--- src/rtl/stack_sched_pkg.sv ---
// -----------------------------------------------------------------------------
// stack_pkg
// Shared definitions for the stack scheduler:
//   - dir_t / DIR_L, DIR_R, DIR_U, DIR_D : one-hot neighbour directions
//                                           (bit0=L, bit1=R, bit2=U, bit3=D)
//   - state_e                            : output FSM states
//   - dir_rot()                          : next-offer rotation U->L->R->D->U
//   - DEPTH_MAX_DEF                      : default maximum stack depth
// -----------------------------------------------------------------------------
package stack_pkg;

    localparam int DEPTH_MAX_DEF = 15;

    typedef logic [3:0] dir_t;

    localparam dir_t DIR_L = 4'b0001;
    localparam dir_t DIR_R = 4'b0010;
    localparam dir_t DIR_U = 4'b0100;
    localparam dir_t DIR_D = 4'b1000;

    typedef enum logic {
        S_IDLE  = 1'b0,
        S_OFFER = 1'b1
    } state_e;

    // DIR_ROT mapping: direction offered on the cycle after an unaccepted offer.
    function automatic dir_t dir_rot(input dir_t dir);
        case (dir)
            DIR_U:   return DIR_L;
            DIR_L:   return DIR_R;
            DIR_R:   return DIR_D;
            DIR_D:   return DIR_U;
            default: return DIR_U;
        endcase
    endfunction

endpackage

--- src/rtl/stack_sched_if.sv ---
// -----------------------------------------------------------------------------
// stack_sched_if
// Neighbour/storage handshake bundle of the stack scheduler.
//   rready : neighbour has a value pending      (neighbours -> scheduler)
//   wready : neighbour accepts a value this cycle (neighbours -> scheduler)
//   read   : one-hot pulse, consume granted neighbour value
//   push   : pulse, storage writes the selected neighbour value
//   pop    : pulse, offered top value was taken
//   write  : one-hot offer of the top-of-stack value, 0 when idle
//   count  : current stack depth
// master = scheduler side, slave = neighbour/storage side.
// -----------------------------------------------------------------------------
interface stack_sched_if;

    logic [3:0] rready;
    logic [3:0] wready;
    logic [3:0] read;
    logic       push;
    logic       pop;
    logic [3:0] write;
    logic [3:0] count;

    modport master (
        input  rready,
        input  wready,
        output read,
        output push,
        output pop,
        output write,
        output count
    );

    modport slave (
        output rready,
        output wready,
        input  read,
        input  push,
        input  pop,
        input  write,
        input  count
    );

endinterface

--- src/rtl/stack_sched_rr_arb4.sv ---
// -----------------------------------------------------------------------------
// rr_arb4
// Purely combinational 4-way round-robin arbiter.
//   request   : request vector, bit0=L .. bit3=D
//   ptr       : index where the search starts; search wraps D->L
//   grant     : one-hot grant, 0 when nothing is requested
//   grant_idx : index of the granted request (0 when grant is 0)
// -----------------------------------------------------------------------------
module rr_arb4 (
    input  logic [3:0] request,
    input  logic [1:0] ptr,
    output logic [3:0] grant,
    output logic [1:0] grant_idx
);

    logic [1:0] idx;

    // Scan from the farthest offset back to ptr so the nearest requester
    // (first set bit in search order) is the last one written and wins.
    always_comb begin
        // NOTE: every variable assigned here gets a default first, so no latch is inferred.
        grant     = '0;
        grant_idx = '0;
        idx       = '0;
        for (int i = 3; i >= 0; i--) begin
            idx = ptr + 2'(i);
            if (request[idx]) begin
                grant      = '0;
                grant[idx] = 1'b1;
                grant_idx  = idx;
            end
        end
    end

endmodule

--- src/rtl/stack_sched.sv ---
// -----------------------------------------------------------------------------
// stack_sched
// Scheduler for a neighbour-fed stack. Grants pending neighbour values onto
// the stack round-robin (push side) and offers the top-of-stack value to the
// neighbours in rotation until one accepts it (pop side). Storage and data
// muxing live outside; this block only produces the control pulses and depth.
//   clk  : clock, rising edge
//   rst  : asynchronous, active-high reset
//   bus  : stack_sched_if.master (rready/wready in; read/push/pop/write/count out)
//   DEPTH_MAX : maximum stack depth (at most 15, count is 4 bits)
// All outputs are registered. count already reflects the push or pop during
// the cycle its pulse is high.
// -----------------------------------------------------------------------------
module stack_sched
    import stack_pkg::*;
#(
    parameter int DEPTH_MAX = DEPTH_MAX_DEF
) (
    input  logic          clk,
    input  logic          rst,
    stack_sched_if.master bus
);

    localparam logic [3:0] DEPTH_LIM = 4'(DEPTH_MAX);

    state_e     state_q, state_d;
    logic [1:0] rr_ptr_q, rr_ptr_d;
    dir_t       offer_dir_q, offer_dir_d;
    dir_t       read_q, read_d;
    logic       push_q, push_d;
    logic       pop_q, pop_d;
    dir_t       write_q, write_d;
    logic [3:0] count_q, count_d;

    logic       accept;
    logic       grant_en;
    logic [3:0] arb_req;
    logic [3:0] grant;
    logic [1:0] grant_idx;

    // A taken offer has priority: the pop owns this cycle and any pending
    // rready is simply retried on the next edge. A full stack also blocks.
    assign accept   = (state_q == S_OFFER) && (|(write_q & bus.wready));
    assign grant_en = !accept && (count_q != DEPTH_LIM);
    assign arb_req  = bus.rready & {4{grant_en}};

    rr_arb4 u_arb (
        .request   (arb_req),
        .ptr       (rr_ptr_q),
        .grant     (grant),
        .grant_idx (grant_idx)
    );

    always_comb begin
        state_d     = state_q;
        offer_dir_d = offer_dir_q;
        write_d     = write_q;
        pop_d       = 1'b0;
        read_d      = grant;
        push_d      = |grant;
        rr_ptr_d    = rr_ptr_q;
        count_d     = count_q;

        if (|grant) begin
            rr_ptr_d = grant_idx + 2'd1;
        end

        case (state_q)
            S_IDLE: begin
                // Skip one cycle after a pop so the new top settles in storage.
                if ((count_q != 4'd0) && !pop_q) begin
                    state_d = S_OFFER;
                    write_d = offer_dir_q;
                end
            end
            S_OFFER: begin
                if (accept) begin
                    pop_d       = 1'b1;
                    write_d     = '0;
                    offer_dir_d = DIR_U;
                    state_d     = S_IDLE;
                end else begin
                    write_d     = dir_rot(write_q);
                    offer_dir_d = dir_rot(write_q);
                end
            end
            default: begin
                state_d = S_IDLE;
                write_d = '0;
            end
        endcase

        // Push and pop are exclusive by construction; both ends saturate.
        if (push_d && (count_q != DEPTH_LIM)) begin
            count_d = count_q + 4'd1;
        end else if (pop_d && (count_q != 4'd0)) begin
            count_d = count_q - 4'd1;
        end
    end

    always_ff @(posedge clk or posedge rst) begin
        if (rst) begin
            state_q     <= S_IDLE;
            rr_ptr_q    <= 2'd0;
            offer_dir_q <= DIR_U;
            read_q      <= '0;
            push_q      <= 1'b0;
            pop_q       <= 1'b0;
            write_q     <= '0;
            count_q     <= '0;
        end else begin
            // NOTE: non-blocking assignments so every register samples pre-edge values.
            state_q     <= state_d;
            rr_ptr_q    <= rr_ptr_d;
            offer_dir_q <= offer_dir_d;
            read_q      <= read_d;
            push_q      <= push_d;
            pop_q       <= pop_d;
            write_q     <= write_d;
            count_q     <= count_d;
        end
    end

    assign bus.read  = read_q;
    assign bus.push  = push_q;
    assign bus.pop   = pop_q;
    assign bus.write = write_q;
    assign bus.count = count_q;

endmodule

--- src/flat_wrapper.sv ---
// flat-port wrapper written by rule: the top's interface ports become plain ports
module stack_sched_flat import stack_pkg::*;
#(
    parameter int DEPTH_MAX = DEPTH_MAX_DEF
)
  (clk, rst, bus_rready, bus_wready, bus_read, bus_push, bus_pop, bus_write, bus_count);
  stack_sched_if bus_i ();
  input  logic clk;
  input  logic rst;
  input wire logic [$bits(bus_i.rready)-1:0] bus_rready;
  input wire logic [$bits(bus_i.wready)-1:0] bus_wready;
  output wire logic [$bits(bus_i.read)-1:0] bus_read;
  output wire logic [$bits(bus_i.push)-1:0] bus_push;
  output wire logic [$bits(bus_i.pop)-1:0] bus_pop;
  output wire logic [$bits(bus_i.write)-1:0] bus_write;
  output wire logic [$bits(bus_i.count)-1:0] bus_count;
  assign bus_i.rready = bus_rready;
  assign bus_i.wready = bus_wready;
  assign bus_read = bus_i.read;
  assign bus_push = bus_i.push;
  assign bus_pop = bus_i.pop;
  assign bus_write = bus_i.write;
  assign bus_count = bus_i.count;
  stack_sched #(.DEPTH_MAX(DEPTH_MAX)) u_core (.clk(clk), .rst(rst), .bus(bus_i));
endmodule
--- config.mk ---
export PLATFORM = sky130hd
export DESIGN_NAME = stack_sched_flat
export DESIGN_NICKNAME = d
export VERILOG_FILES = /design/src/rtl/stack_sched_pkg.sv /design/src/rtl/stack_sched_if.sv /design/src/rtl/stack_sched_rr_arb4.sv /design/src/rtl/stack_sched.sv /design/src/flat_wrapper.sv
export SDC_FILE = /design/constraint.sdc
export NUM_CORES = 1
export LEC_CHECK = 0
export CORE_AREA = 3 3 45 77
export DETAILED_ROUTE_END_ITERATION = 6
export DIE_AREA = 0 0 48 80
export PLACE_DENSITY = 0.73
export SYNTH_ARGS = -nofsm -noshare
export SYNTH_HDL_FRONTEND = slang
export SYNTH_SLANG_ARGS = --single-unit
--- constraint.sdc ---
create_clock -name clk -period 6.72 [get_ports clk]
set_input_delay 1.008 -clock clk [delete_from_list [all_inputs] [get_ports clk]]
set_output_delay 1.008 -clock clk [all_outputs]
set_load 0.01 [all_outputs]
### Word level (Yosys, flattened, before mapping)

Cells that the tools add are included.

| word-level totals | value |
|---|---|
| register bits after elaboration | 21 |
| logic and storage cells | 81 |

| operators by class | value |
|---|---|
| $add $sub $neg | 6 |
| $lt $le $gt $ge | 8 |
| eq/ne operators | 5 |
| muxes and demuxes | 36 |
| bitwise operators | 3 |
| reduce and logical (&&, ||, !) cells | 15 |

Operators with widths:

| kind | number |
|---|---|
| 2-to-1 mux 4 bit | 9 |
| < comparator 2 x 3 -> 1 bit, second input constant | 4 |
| 2-to-1 mux 1 bit | 12 |
| case mux 4 bit (3 select lines) | 1 |
| logical AND 1 bit | 9 |
| AND 4 bit | 2 |
| binary-select mux 1 bit (select 2 bit) | 4 |
| demux 1 bit (select 2 bit) | 4 |
| greater-or-equal comparator 2 x 1 -> 1 bit, second input constant | 4 |
| 2-to-1 mux 2 bit | 4 |
| case mux 4 bit (2 select lines) | 1 |
| OR reduction 4 bit | 2 |
| adder 2 x 1 -> 2 bit, second input constant | 2 |
| adder 2 bit, second input constant | 2 |
| adder 4 x 1 -> 4 bit, second input constant | 1 |
| equality test 4 x 1 -> 1 bit, second input constant | 1 |
| equality test 4 x 2 -> 1 bit, second input constant | 1 |
| equality test 4 x 3 -> 1 bit, second input constant | 1 |
| != test 4 bit, second input constant | 1 |
| nonzero test 4 bit | 1 |
| subtractor 4 x 1 -> 4 bit, second input constant | 1 |
| zero test 1 bit | 2 |
| != test 2 x 1 -> 1 bit, second input constant | 1 |
| case mux 1 bit (2 select lines) | 1 |
| other kinds (2) | 2 |

### Longest topological paths before layout

Gate-level depths: netlist (run 1).

| depth | value |
|---|---|
| depth in word-level cells | 15 |
| mapped depth | 14 |
| depth with buffers taken out | 12 |

### Cells and area by module

A second synthesis (run 1) with hierarchy kept.

| second synthesis, totals | value |
|---|---|
| cell total of the unflattened synthesis | 134 |
| area, all modules | 1483.9 um^2 |

By module, submodules not included:

| module | instances | cells an instance | area an instance (um^2) | sequential area each (um^2) |
|---|---|---|---|---|
| stack_sched | 1 | 74 | 993.5 | 526.8 |
| rr_arb4 | 1 | 60 | 490.5 | 0.0 |

### Least setup slack after synthesis (run 1)

OpenSTA, ideal clock, no wires.

| timing path | value |
|---|---|
| path kind | register to register |
| start point | register u_core.rr_ptr_q[1] |
| end point | register u_core.count_q[3], in the netlist u_core.bus.count[3] |
| setup time | 0.079 ns |
| arrival | 3.485 ns |
| required time | 6.641 ns |
| path slack | 3.156 ns |
| stages on the path, launching flop included | 15 |
| buffers on the path | 2 |
| clock period less this slack | 3.564 ns |
| cells stage by stage | dfrtp_1 -> buf_4 -> inv_1 -> ha_1 -> buf_6 -> mux2_4 -> mux2_4 -> a21oi_2 -> a311oi_1 -> nor4_4 -> ha_1 -> a21o_1 -> a21oi_1 -> mux2i_1 -> xor2_1 |

| on the way | value |
|---|---|
| word-level cells in the longest chain between the ends | 12 |
| elaborated cells between the ends (all ways) | 39 |
| classes of those cells | 3 x add/sub; 8 x order compare; 21 x mux; 7 x reduce/logical |

RTL lines:

| what | line | RTL |
|---|---|---|
| start: declaration | stack_sched.sv:27 | `logic [1:0] rr_ptr_q, rr_ptr_d;` |
| start signal: assignment | stack_sched.sv:114 | `rr_ptr_q <= rr_ptr_d;` |
| adder 2 bit | stack_sched_rr_arb4.sv:26 | `idx = ptr + 2'(i);` |
| < comparator 2 x 3 -> 1 bit (not written as such) or greater-or-equal comparator 2 x 1 -> 1 bit (tied branches) | stack_sched_rr_arb4.sv:29 | `grant[idx] = 1'b1;` |
| logical AND 1 bit (not written as such) | stack_sched_rr_arb4.sv:29 |  |
| 2-to-1 mux 1 bit (not written as such) | stack_sched_rr_arb4.sv:29 |  |
| demux 1 bit (select 2 bit) | stack_sched_rr_arb4.sv:29 |  |
| 2-to-1 mux 4 bit (3 in a row) | stack_sched_rr_arb4.sv:27 | `if (request[idx]) begin` |
| 2-to-1 mux 4 bit (*) | stack_sched_rr_arb4.sv:27 |  |
| net u_core.grant[3] | stack_sched.sv:38 | `logic [3:0] grant;` |
| OR reduction 4 bit (*) | stack_sched.sv:60 | `push_d = \|grant;` |
| logical AND 1 bit (*) | stack_sched.sv:94 | `if (push_d && (count_q != DEPTH_LIM)) begin` |
| 2-to-1 mux 4 bit or nonzero test 2 bit (tied branches) | n/a |  |
| end signal: assignment | stack_sched.sv:120 | `count_q <= count_d;` |
| end: declaration | stack_sched.sv:33 | `logic [3:0] count_q, count_d;` |

Mark *: on every way through the listed nets, which the timed path passes. The rest lies on a longest branch. The select of a mux whose other input is x is not followed.
A chain may end at the register's enable or synchronous reset.

### Worst setup path in the final report (run 1)

Same ends and word-level chain as after synthesis.

==> impl_summary.md, run 1 <==
Timing
The number of hold violations in the final report is 0. The post-route minimum period is 4200 ps. Adding up every negative setup slack in the final design gives 0 ps. The setup skew after layout is 1.47 ps.

At the pin with the least slew margin, the transition time is 758 ps. The worst slew margin relative to its limit is 49.4%. The total count of max-transition violations in the final report is 0. In the finished design, the share of the clock period the worst path needs comes to 62.5%. Setup repair after global routing left no endpoint under its margin. The setup violation total in the final timing report is 0.

Based on the critical path, the design can be clocked at up to 238 MHz.

Setup path
For this run, the slowest stage of the critical path takes 670 ps. Across all register-to-register paths, the minimum setup slack is 2520 ps. Traced cell by cell, the critical path runs through inv_1, ha_1, mux2_4, mux2_4, a21oi_1, a311oi_1, nor4_4, ha_1, a21o_1, a21oi_1, mux2i_1, xor2_1. STA classifies the critical path endpoint as a register.

The largest individual stage delay along the critical path comes from the cell dfrtp_1. The startpoint class of the critical path is a register. The critical path class is register to register. The data arrival time at the worst-slack endpoint is 4370 ps. For the worst setup path, the data required time is 6890 ps. The biggest fanout along the worst timing path is 14.

Placed design
The half-perimeter wire length after detailed placement is 2.42 mm. Summing all placed instances gives a cell area of 0.00166 sq mm. At the end of routability-driven placement, the weighted congestion stood at 0.943. Port buffering added 23 buffers.

Once placement completed, the tool counted placed cells totaling 185.

Synthesis
The share of the yosys chip area belonging to registers is 36.8%. The unique cell type count in the Yosys netlist is 46. The post-synthesis async set-or-reset flop share is 100%. The Yosys step of the flow raised 0 warnings. Dividing the synthesized area by the synthesized cell count gives 10.4 sq um. The predominant post-synthesis flop cell is dfrtp_1. The number of synthesized register bits is 21.

The top cell type by area accounts for 35.0% of the synthesized area. The number of nets in the synthesized netlist is 158. The netlist area before placement is 0.00143 sq mm. Summed over all instances, the cell type with the most area after synthesis is dfrtp_1.

The number of cells produced by synthesis is 138. The synthesized design contains 0 enable-type register cells. Ranked by total cell area, the synthesized netlist is headed by dfrtp_1 (35%), ha_1 (7.9%), mux2_4 (5.2%).

Floorplanning
The number of placement rows is 26. The effective utilization at floorplan is 48.8%. In this run the standard cell core region covers 0.00293 sq mm. The number of top-level pins is 24. The die boundary height is 80 microns. The die covers 0.00384 sq mm.

The die is 48 microns wide.

Drt
The post-detailed-routing wire length is 2.97 mm. The detailed router finished its first iteration with 34 violations. Dividing the detail-routed wire length by the instance count gives 15.7 microns. In this run the remaining antenna-violating nets after routing total 0. The count of vias placed by the detailed router is 1145.

After detailed routing, the number of remaining DRC violations is 0. The ratio of routed vias to standard cells is 6.06. For this run, the detailed router's first-pass iteration total came to 4.

Pwr
The leakage component of the power is 0.764 nW. Dividing total power by cell area gives a power density of 587 mW/mm^2. The switching part of the total power is 43.0%. The part of the total power dissipated in combinational logic is 66.0%. In this run, the clock network consumes 7.7% of the power. The design internal power is 0.571 mW. Summed over all nets, the switching power comes to 0.431 mW. The peak ir drop on the vdd network is 0.311 mV. In this run, flip-flops and latches consume 26.3% of the power.

Clock network
Once the clock tree was built, the resizer swapped 0 gates to a different size. In this run the number of H-tree levels came out at 1. Hold repair after CTS inserted 0 buffers. At the later pin of the worst-skew pair, clock insertion delay measures 250 ps.

The clock drives 21 sinks. TritonCTS built the clock tree. The maximum buffer depth of the clock tree is 2. The post-CTS setup repair buffer count is 0. The clock-pin slew on the worst setup and hold paths is 70 ps. In this run, CTS created clock tree buffers numbering 3.

The root cell of the clock tree is clkbuf_8.

Final layout
The post-route non-filler standard cell count is 189. The final instance area is 0.00171 sq mm. The top cell types in the final layout, fill and taps aside, are clkdlybuf4s50_1 (23), dfrtp_1 (20), o21ai_0 (14). In the final layout, the share of cells above drive strength 1 is 12.4%.

The number of antenna diodes in the final layout is 0. The net count of the finished layout is 182. The synthesis-to-finish area growth is 19.3%. Leaving out fill and tap cells, the most frequent cell in the layout is clkdlybuf4s50_1.

Global route
The number of antenna violations at the first check in global routing was 0. The total congestion overflow after global routing is 0. The global-route wire length before repair is 5.05 mm. Across every metal layer, demand over resource in global routing totals 17.4%. Entering global routing, the biggest net connects 22 pins. The via count of the first global-routing pass is 1133.

Run
The number of maximum-capacitance constraint violations is 0.

Outcome
The run finished with clean final reports.

Min path
The worst hold path class is register to register.
synth_stat cells, types with 3 or more instances:
cell and count:
a21oi_1 7, mux2i_1 3, xor2_1 3, o22ai_1 3, o21ai_0 14, a311oi_1 4
nor3_1 3, nor2_1 7, dfrtp_1 20, nor3b_1 3, nor2b_1 4, mux2_2 3
mux2_4 5, ha_1 9, inv_1 9, nand2_1 3
through the flow:
stage          utilization (%)  hold WS (ps)  total power [mW]  worst slack, ps
3_5_place_dp              56.8           499             0.930             2340
3_3_place_gp              56.8           478             0.899             2480
6_report                  58.3           505              1.00             2520
5_1_grt                   58.3           546              1.09             2240
4_1_cts                   58.3           510              1.01             2500
2_1_floorplan                -           467             0.762             3160
layer usage:
layer  GRT usage (%)  vias up  wire length (microns)
met5               0        -                      0
met4            5.39        0                     29
met3            2.03        4                    102
met2            32.1       29                   1680
met1            19.2      553                   1160
li1                -      559                      -
final cells by class:
type                       instances  area (sq um)
multi-input combinational        103           827
inverter                          10          42.5
fill                             268          1220
sequential                        21           527
tap                               28          35.0
timing repair buffer              23           230
clock buffer                       4          45.0
logic make-up after synthesis:
| group | share of synthesized area, % |
|---|---|
| AO/OA/AOI/OAI | 19.6 |
| buffers and inverters | 5.34 |
| flip-flops | 36.8 |
| multiplexers | 11.3 |
| XOR/XNOR | 2.45 |
| adder cells (fa/ha/maj) | 9.27 |
| AND/OR/NAND/NOR | 15.2 |
worst max-delay path: cells and delay by family, from the launching register on:
kind | cells | cell delay [ps]
AND/OR/NAND/NOR | 1 | 590
buffers and inverters | 1 | 210
adder cells (fa/ha/maj) | 2 | 870
AO/OA/AOI/OAI | 4 | 680
XOR/XNOR | 1 | 180
flip-flops | 1 | 670
multiplexers | 3 | 920
power by group through the flow:
stage | combinational, mW | clock, mW | sequential (mW)
2_1_floorplan | 0.512 | 0 | 0.249
3_3_place_gp | 0.638 | 0 | 0.262
3_5_place_dp | 0.664 | 0 | 0.265
4_1_cts | 0.666 | 0.0799 | 0.263
5_1_grt | 0.728 | 0.0870 | 0.275
6_report | 0.661 | 0.0775 | 0.263
worst paths after layout:
path,startpoint,to,cells past startpoint
worst max-delay path,u_core.rr_ptr_q[1],u_core.bus.count[3],12
worst min-delay path,u_core.offer_dir_q[2],u_core.offer_dir_q[2],2
worst max register to register,u_core.rr_ptr_q[1],u_core.bus.count[3],12
worst min register to register,u_core.offer_dir_q[2],u_core.offer_dir_q[2],2
max in group asynchronous,rst,u_core.offer_dir_q[0],2
min in group asynchronous,rst,u_core.state_q,2
sequential cells by signal (all words and copies together), names as in the netlist:
name	count
u_core.bus.read	4
u_core.bus.write	4
u_core.offer_dir_q	4
u_core.bus.push	1
u_core.state_q	1
u_core.bus.pop	1
u_core.rr_ptr_q	2
u_core.bus.count	4
Note: power is estimated with default switching activity, not from simulation.
==> run 2, diff against run 1 <==
--- a/config.mk
+++ b/config.mk
@@ -5,9 +5,9 @@
 export SDC_FILE = /design/constraint.sdc
 export NUM_CORES = 1
 export LEC_CHECK = 0
-export CORE_AREA = 3 3 45 77
+export CORE_AREA = 3 3 46 79
 export DETAILED_ROUTE_END_ITERATION = 6
-export DIE_AREA = 0 0 48 80
+export DIE_AREA = 0 0 49 82
 export PLACE_DENSITY = 0.73
 export SYNTH_ARGS = -nofsm -noshare
 export SYNTH_HDL_FRONTEND = slang
==> constraint.sdc (replaced) <==
create_clock -name clk -period 3.51 [get_ports clk]
set_input_delay 0.5265 -clock clk [delete_from_list [all_inputs] [get_ports clk]]
set_output_delay 0.5265 -clock clk [all_outputs]
set_load 0.01 [all_outputs]
==> impl_summary.md, run 2 (synthesis gave the netlist of run 1 again) <==
Pwr
The analysis attributes to cell leakage a power of 0.811 nW. The total power divided by cell area is 1160 mW/mm^2. The internal portion of the total power is 1.23 mW.

The switching part of the total power is 42.5%. The part of the total power dissipated in combinational logic is 70.9%. The analysis attributes to net switching a power of 0.905 mW. IR analysis of the VDD net gives a maximum drop of 0.704 mV.

The total power consumption of the routed design is 2.13 mW. The sequential share of power is 21.9%. The fraction of power consumed by the clock network is 7.2%.

Timing
The worst slack on hold paths is 486 ps. The number of hold violations in the final report is 0. The setup violation total in the final timing report is 0. Based on the critical path, the design can be clocked at up to 301 MHz.

The final period utilization is 94.6%. The worst slew margin relative to its limit is 48.4%. Setup repair after global routing left no endpoint under its margin.

On the final layout, the worst clock skew is 6.67 ps. The worst path needs 3320 ps of the cycle, external delays included. The total count of max-transition violations in the final report came to 0. The worst-margin pin slew is 773 ps. Setup slack closes at 190 ps.

Floorplanning
The floorplan step set the die height to 82 microns. The chip width is 49 microns. The number of top-level pins is 24. In this run the standard cell core region covers 0.00314 sq mm.

The die area is 0.00402 sq mm. The effective utilization at floorplan is 45.5%. Row generation in the floorplan step produced 27 rows.

Placed design
The worst slack at placement is -46.6 ps. The standard cell area after detailed placement is 0.00176 sq mm. Detailed placement ended at an HPWL of 2.66 mm. The final RePlAce weighted congestion is 0.858. Port buffering added 23 buffers.

Setup path
The data arrival time at the worst-slack endpoint is 3500 ps. The biggest fanout along the worst timing path is 10. The cell count of the worst reg-to-reg path is 13. For flop-to-flop paths, the worst setup slack is 230 ps. The start of the worst register-to-register path is u_core.rr_ptr_q[0]. The data required time at the worst endpoint is 3690 ps. STA classifies the critical path endpoint as a register. The setup path with the least slack is of type primary input to register. The worst register-to-register path ends at u_core.bus.count[3]. The startpoint class of the critical path is a primary input.

Clock network
Hold repair after CTS inserted 0 buffers. The root cell of the clock tree is clkbuf_8. The number of clock buffers inserted by TritonCTS is 3. The maximum buffer depth of the clock tree is 2. At the later pin of the worst-skew pair, clock insertion delay measures 260 ps.

TritonCTS built the clock tree. For this design, the sink count on the clock tree is 21. The depth of the CTS H-tree is 1.

After clock tree synthesis, the clock-pin slew on the worst setup and hold paths is 80 ps. The post-CTS setup repair buffer count is 0. The post-cts sizing count is 0.

Final layout
The commonest non-fill, non-tap cell in the layout is clkdlybuf4s50_1. The total inserted antenna cells is 0. Leaving out fill and tap cells, the most frequent cells in the layout are clkdlybuf4s50_1 (23), dfrtp_1 (20), o21ai_0 (14). Summing all non-filler instances in the final layout gives an area of 0.00183 sq mm. Compared with the post-synthesis result, the final layout area differs by 28.2%. The share of layout cells above drive strength 1 is 21.9%. The filler cells instantiated in the layout total 273. After the last flow step, the layout net total stands at 190.

Drt
The number of optimization iterations in the first detailed-route pass is 4. In the final routed layout, each cell accounts on average for 15.5 microns. After the first detailed-routing iteration, the DRC count stood at 22. The ratio of routed vias to standard cells is 5.65. In the routed design, unresolved DRC markers number 0. The final antenna-violating net count is 0. The routed layout has 1198 vias. For this block, the routed nets add up to 3.28 mm of wire.

Run
The number of maximum-capacitance constraint violations is 0.

Min path
The worst hold path class is register to register. The path with the worst hold slack has its endpoint at u_core.offer_dir_q[2]. The beginning of the worst hold path is u_core.offer_dir_q[2]. The depth of the worst hold-timing path is 2.

Global route
The overall routing resource usage is 18.2%. Global routing finished with a remaining overflow of 0. The first global-routing pass estimated 5.74 mm of wire. The number of antenna violations at the first check in global routing is 0. The via count of the first global-routing pass was 1306.

The largest net degree at the start of global routing is 22.

Outcome
The flow ran to the end, and the final reports show no timing, DRC or antenna violations.
==> run 2: cell type report <==
class	instances	area (sq um)	share of cell area (%)
inverter	10	42.5	2.32
clock inverter	1	5.00	0.273
tap	43	53.8	2.94
timing repair buffer	31	290	15.8
sequential	21	527	28.7
multi-input combinational	103	873	47.6
clock buffer	3	41.3	2.25
==> run 2: worst max path at each step <==
| stage | cells past startpoint | startpoint | slack, ps | endpoint |
|---|---|---|---|---|
| 3_3_place_gp | 10 | bus_rready[3] | 60 | u_core.bus.count[3] |
| 4_1_cts | 13 | u_core.rr_ptr_q[0] | 90 | u_core.bus.count[3] |
| 2_1_floorplan | 14 | u_core.rr_ptr_q[1] | 4 | u_core.bus.count[3] |
| 3_5_place_dp | 11 | bus_rready[3] | -50 | u_core.bus.count[3] |
| 6_report | 11 | bus_rready[3] | 190 | u_core.bus.count[3] |
| 5_1_grt | 13 | u_core.rr_ptr_q[0] | 40 | u_core.bus.count[3] |
==> run 2: power by group through the flow <==
stage,sequential (mW),combinational [mW],clock [mW]
after floorplan,0.478,1.03,0
after global placement,0.466,1.44,0
after detailed placement,0.473,1.48,0
after CTS,0.468,1.48,0.159
after global routing,0.484,1.67,0.172
final,0.466,1.51,0.153
==> run 2: critical path, stage by stage <==
cell             delay [ps]
clkdlybuf4s50_1         540
mux4_2                  650
nor2b_1                 190
a311oi_1                320
buf_4                   190
nor4_4                   50
buf_4                   170
ha_1                    310
a21oi_2                 150
mux2i_1                 230
xor2_1                  170
==> run 2: per-layer routing <==
metal | part of all wire [%] | up-vias | track usage (%) | routed length, microns
met4 | 2.8 | 0 | 9.12 | 93
met3 | 3.2 | 8 | 2.90 | 104
met5 | 0 | - | 0 | 0
met2 | 61 | 32 | 39.0 | 2000
li1 | - | 571 | - | -
met1 | 33 | 587 | 15.6 | 1080
==> run 2: through the flow <==
stage                     util (%)  instances  setup TNS (ps)
after floorplan                  -        138               0
final                         58.3        212               0
after CTS                     57.6        212               0
after detailed placement      56.2        208           -76.5
after global placement        56.2        208               0
after global routing          58.3        212               0
==> run 3, diff against run 2 <==
--- a/config.mk
+++ b/config.mk
@@ -5,10 +5,11 @@
 export SDC_FILE = /design/constraint.sdc
 export NUM_CORES = 1
 export LEC_CHECK = 0
-export CORE_AREA = 3 3 46 79
+export CORE_AREA = 3 3 47 80
 export DETAILED_ROUTE_END_ITERATION = 6
-export DIE_AREA = 0 0 49 82
-export PLACE_DENSITY = 0.73
+export DIE_AREA = 0 0 50 83
+export PLACE_DENSITY = 0.72
 export SYNTH_ARGS = -nofsm -noshare
 export SYNTH_HDL_FRONTEND = slang
+export SYNTH_HIERARCHICAL = 1
 export SYNTH_SLANG_ARGS = --single-unit
==> impl_summary.md, run 3 <==
Synthesis
Summed over its instances, the top area cell type makes up 33.7% of the synthesized netlist area. Ranked by instance count, the synthesized netlist is headed by dfrtp_1 (20), ha_1 (10), nor2_1 (7), inv_1 (6). For this run, the number of Yosys warnings is 6. The parity-gate share of the synthesized area counting xor and xnor cells is 2.36%.

The share of synthesized area spent on multiplexers is 11.9%. For this run, the leading register cell type out of synthesis is dfrtp_1. The number of nets in the synthesized netlist is 155. The most area-hungry cell type in the Yosys netlist is dfrtp_1. Counting every instance in the synthesized netlist gives 134. The share of the yosys chip area belonging to registers is 35.5%. Counting distinct cell types in the post-synthesis netlist gives 51. The arithmetic-cell share of the synthesized area counting full adders, half adders and majority gates is 9.78%. The library cell with the highest instance count after synthesis is dfrtp_1. Sorting the synthesized cells by area gives the leading types as dfrtp_1 (34%), ha_1 (8.4%), nor4_4 (2.9%). For this run, asynchronously set or reset flops after synthesis account for 100%. After synthesis the netlist holds a flip-flop and latch count of 21. Summing the areas of all compound-gate instances in the mapped netlist gives 19.6% of the synthesized area. The number of flops mapped to enable cells by yosys is 0.

The average instance area after synthesis is 11.1 sq um. The dominant combinational cell family by area after synthesis is compound AO/OA/AOI/OAI gates. After Yosys synthesis, and, or, nand and nor cells account for 18.0% of the synthesized area. The netlist area before placement is 0.00148 sq mm.

Global route
The overall routing resource usage is 22.7%. The global-route wire length before repair is 7.39 mm. The total congestion overflow after global routing is 0.

The number of antenna violations at the first check in global routing is 0. Entering global routing, the biggest net connects 22 pins. The via count of the first global-routing pass is 1540.

Drt
The detail route stage leaves a number of antenna-violating nets equal to 0. The post-detailed-routing wire length is 4.33 mm. The first detailed-routing pass ran for 4 iterations.

The count of vias placed by the detailed router is 1408. After the first detailed-routing iteration, the DRC count stood at 56. After detailed routing, the average wire length per cell comes to 17.3 microns. After detailed routing, the number of remaining DRC violations is 0. Dividing the detail-routed via count by the number of cells gives 5.61.

Setup path
The category of the worst setup path capture point is a register. Along the worst path, the maximum fanout reaches 4. For the worst flop-to-flop path, the logic depth is 15. The startpoint class of the critical path is a register.

The start of the worst register-to-register path is u_core/bus.write[0]. By startpoint and endpoint, the worst setup path is classified as register to register. The worst register-to-register path has a setup slack of -140 ps.

In this run the critical register-to-register path is captured at u_core/bus.count[3]. The data required time at the worst endpoint is 3660 ps. At the worst endpoint, the arrival time is 3800 ps.

Clock network
The number of hold-repair buffers added at the cts stage is 0. Clock latency on the worst-skew pair, taken at its later pin, is 260 ps. The total number of clock tree sinks is 21. TritonCTS built the clock tree. The maximum buffer depth of the clock tree is 2. CTS built an H-tree with a depth of 1. The number of clock buffers added by TritonCTS is 3.

After clock tree synthesis, the clock-pin slew on the worst setup and hold paths is 80 ps. The root cell of the clock tree is clkbuf_8.

Timing
Counting I/O delays and the setup requirement, the final critical path takes 3650 ps. The total count of max-transition violations in the final report is 0. The worst-margin pin slew is 810 ps. The tightest hold path in the finished design has a slack of 498 ps. The setup violation total in the final timing report is 2. In the post-route analysis, the smallest setup slack over all paths is -140 ps. Headroom to the max-slew limit came out at 45.9%. The number of hold violations in the final report is 0. The final period utilization is 104%. Setup repair after global routing could not meet its margin everywhere.

The peak clock frequency supported by timing is 274 MHz. The setup skew after layout is 10.4 ps.

Placed design
The wire-length estimate of the detail-placed layout is 3.37 mm. Port buffering added 23 buffers. The final RePlAce weighted congestion is 0.899.

Min path
The depth of the worst hold-timing path is 1. The endpoint of the worst hold path is u_core/offer_dir_q[1]. The worst hold path class is register to register.

In this run the most critical hold path is launched from u_core/offer_dir_q[1].

Final layout
In the layout the commonest cells are buf_4 (49), dfrtp_1 (20), clkdlybuf4s50_1 (19). After the last flow step, the layout net total stands at 230. The area growth from synthesis to layout is 50.5%. The total inserted antenna cells is 0.

The number of inserted filler cells in the final layout is 232. Of the cells placed in the final design, the portion with a size suffix greater than 1 is 43.3%. The commonest non-fill, non-tap cell in the layout is buf_4. For this run, the share of the core covered by cells in the final layout is 69.6%.

Run
The number of maximum-capacitance constraint violations is 0.

Floorplanning
The die covers 0.00415 sq mm. The number of placement rows is 27. From bottom edge to top edge, the die measures 83 microns. The chip width is 50 microns.

24 I/O pins were placed. The floorplan step defined a core boundary enclosing 0.00321 sq mm. The effective utilization at floorplan is 46.2%.

Outcome
The run finished, with violations left. The checks that failed: setup timing.
[run 3: cell type report]
type,count,area [sq um],area share (%)
Sequential cell,21,527,23.6
Clock buffer,4,45.0,2.02
Inverter,7,26.3,1.18
Multi-Input combinational cell,104,1000,44.9
Timing Repair Buffer,72,578,25.9
Tap cell,43,53.8,2.41
[run 3: repair_timing]
item / in CTS / in global routing
buffers inserted: 7 / 2
endpoints found under the hold margin: 0 / 0
endpoints found under the setup margin: 3 / 3
resized for setup: 23 / 2
pin swaps: 15 / 7
[run 3: worst max path at each step]
stage | to | cells past startpoint | from
after floorplan | u_core/bus.count[3] | 15 | bus_wready[2]
after global placement | u_core/bus.count[3] | 17 | bus_wready[0]
after detailed placement | u_core/bus.count[3] | 17 | bus_wready[0]
after CTS | u_core/bus.count[3] | 15 | u_core/bus.write[0]
after global routing | u_core/bus.count[3] | 15 | u_core/bus.write[0]
final | u_core/bus.count[3] | 15 | u_core/bus.write[0]
[run 3: per-layer routing]
| layer | part of all wire [%] | GRT usage, % | vias to the layer above |
|---|---|---|---|
| met5 | 0 | 0 | - |
| met4 | 5.6 | 13.6 | 0 |
| met3 | 3.0 | 2.33 | 15 |
| met2 | 58 | 42.9 | 44 |
| met1 | 33 | 22.2 | 687 |
| li1 | - | - | 662 |
[run 3: stage by stage]
step           TNS [ps]  cells  area, sq um  setup WS (ps)
3_5_place_dp      -2190    238         2100           -766
4_1_cts            -340    249         2210           -227
2_1_floorplan      -731    134         1530           -345
5_1_grt            -648    251         2230           -308
3_3_place_gp      -1960    238         2100           -690
6_report           -235    251         2230           -140
[run 3: cells by family after synthesis]
logic type | count (synthesis)
multiplexers | 13
XOR/XNOR | 4
buffers and inverters | 9
AND/OR/NAND/NOR | 38
flip-flops | 21
AO/OA/AOI/OAI | 38
adder cells (fa/ha/maj) | 11
[run 3: critical path, cell delays in order (launching register included)]
cell and delay [ps]:
dfrtp_1 370, a22oi_2 100, a21oi_2 220, nor2_4 70
and2_4 170, mux4_2 470, or4_1 520, a21o_1 170
o211ai_1 170, nor4_4 60, or2_4 260, ha_4 240
a21o_1 190, a2111oi_4 310, a2bb2oi_2 100, xnor2_1 120
Power of run 3 is left out: the tool's default activity adds up to more than one toggle a clock period on the data nets, which glitch-free logic cannot reach.
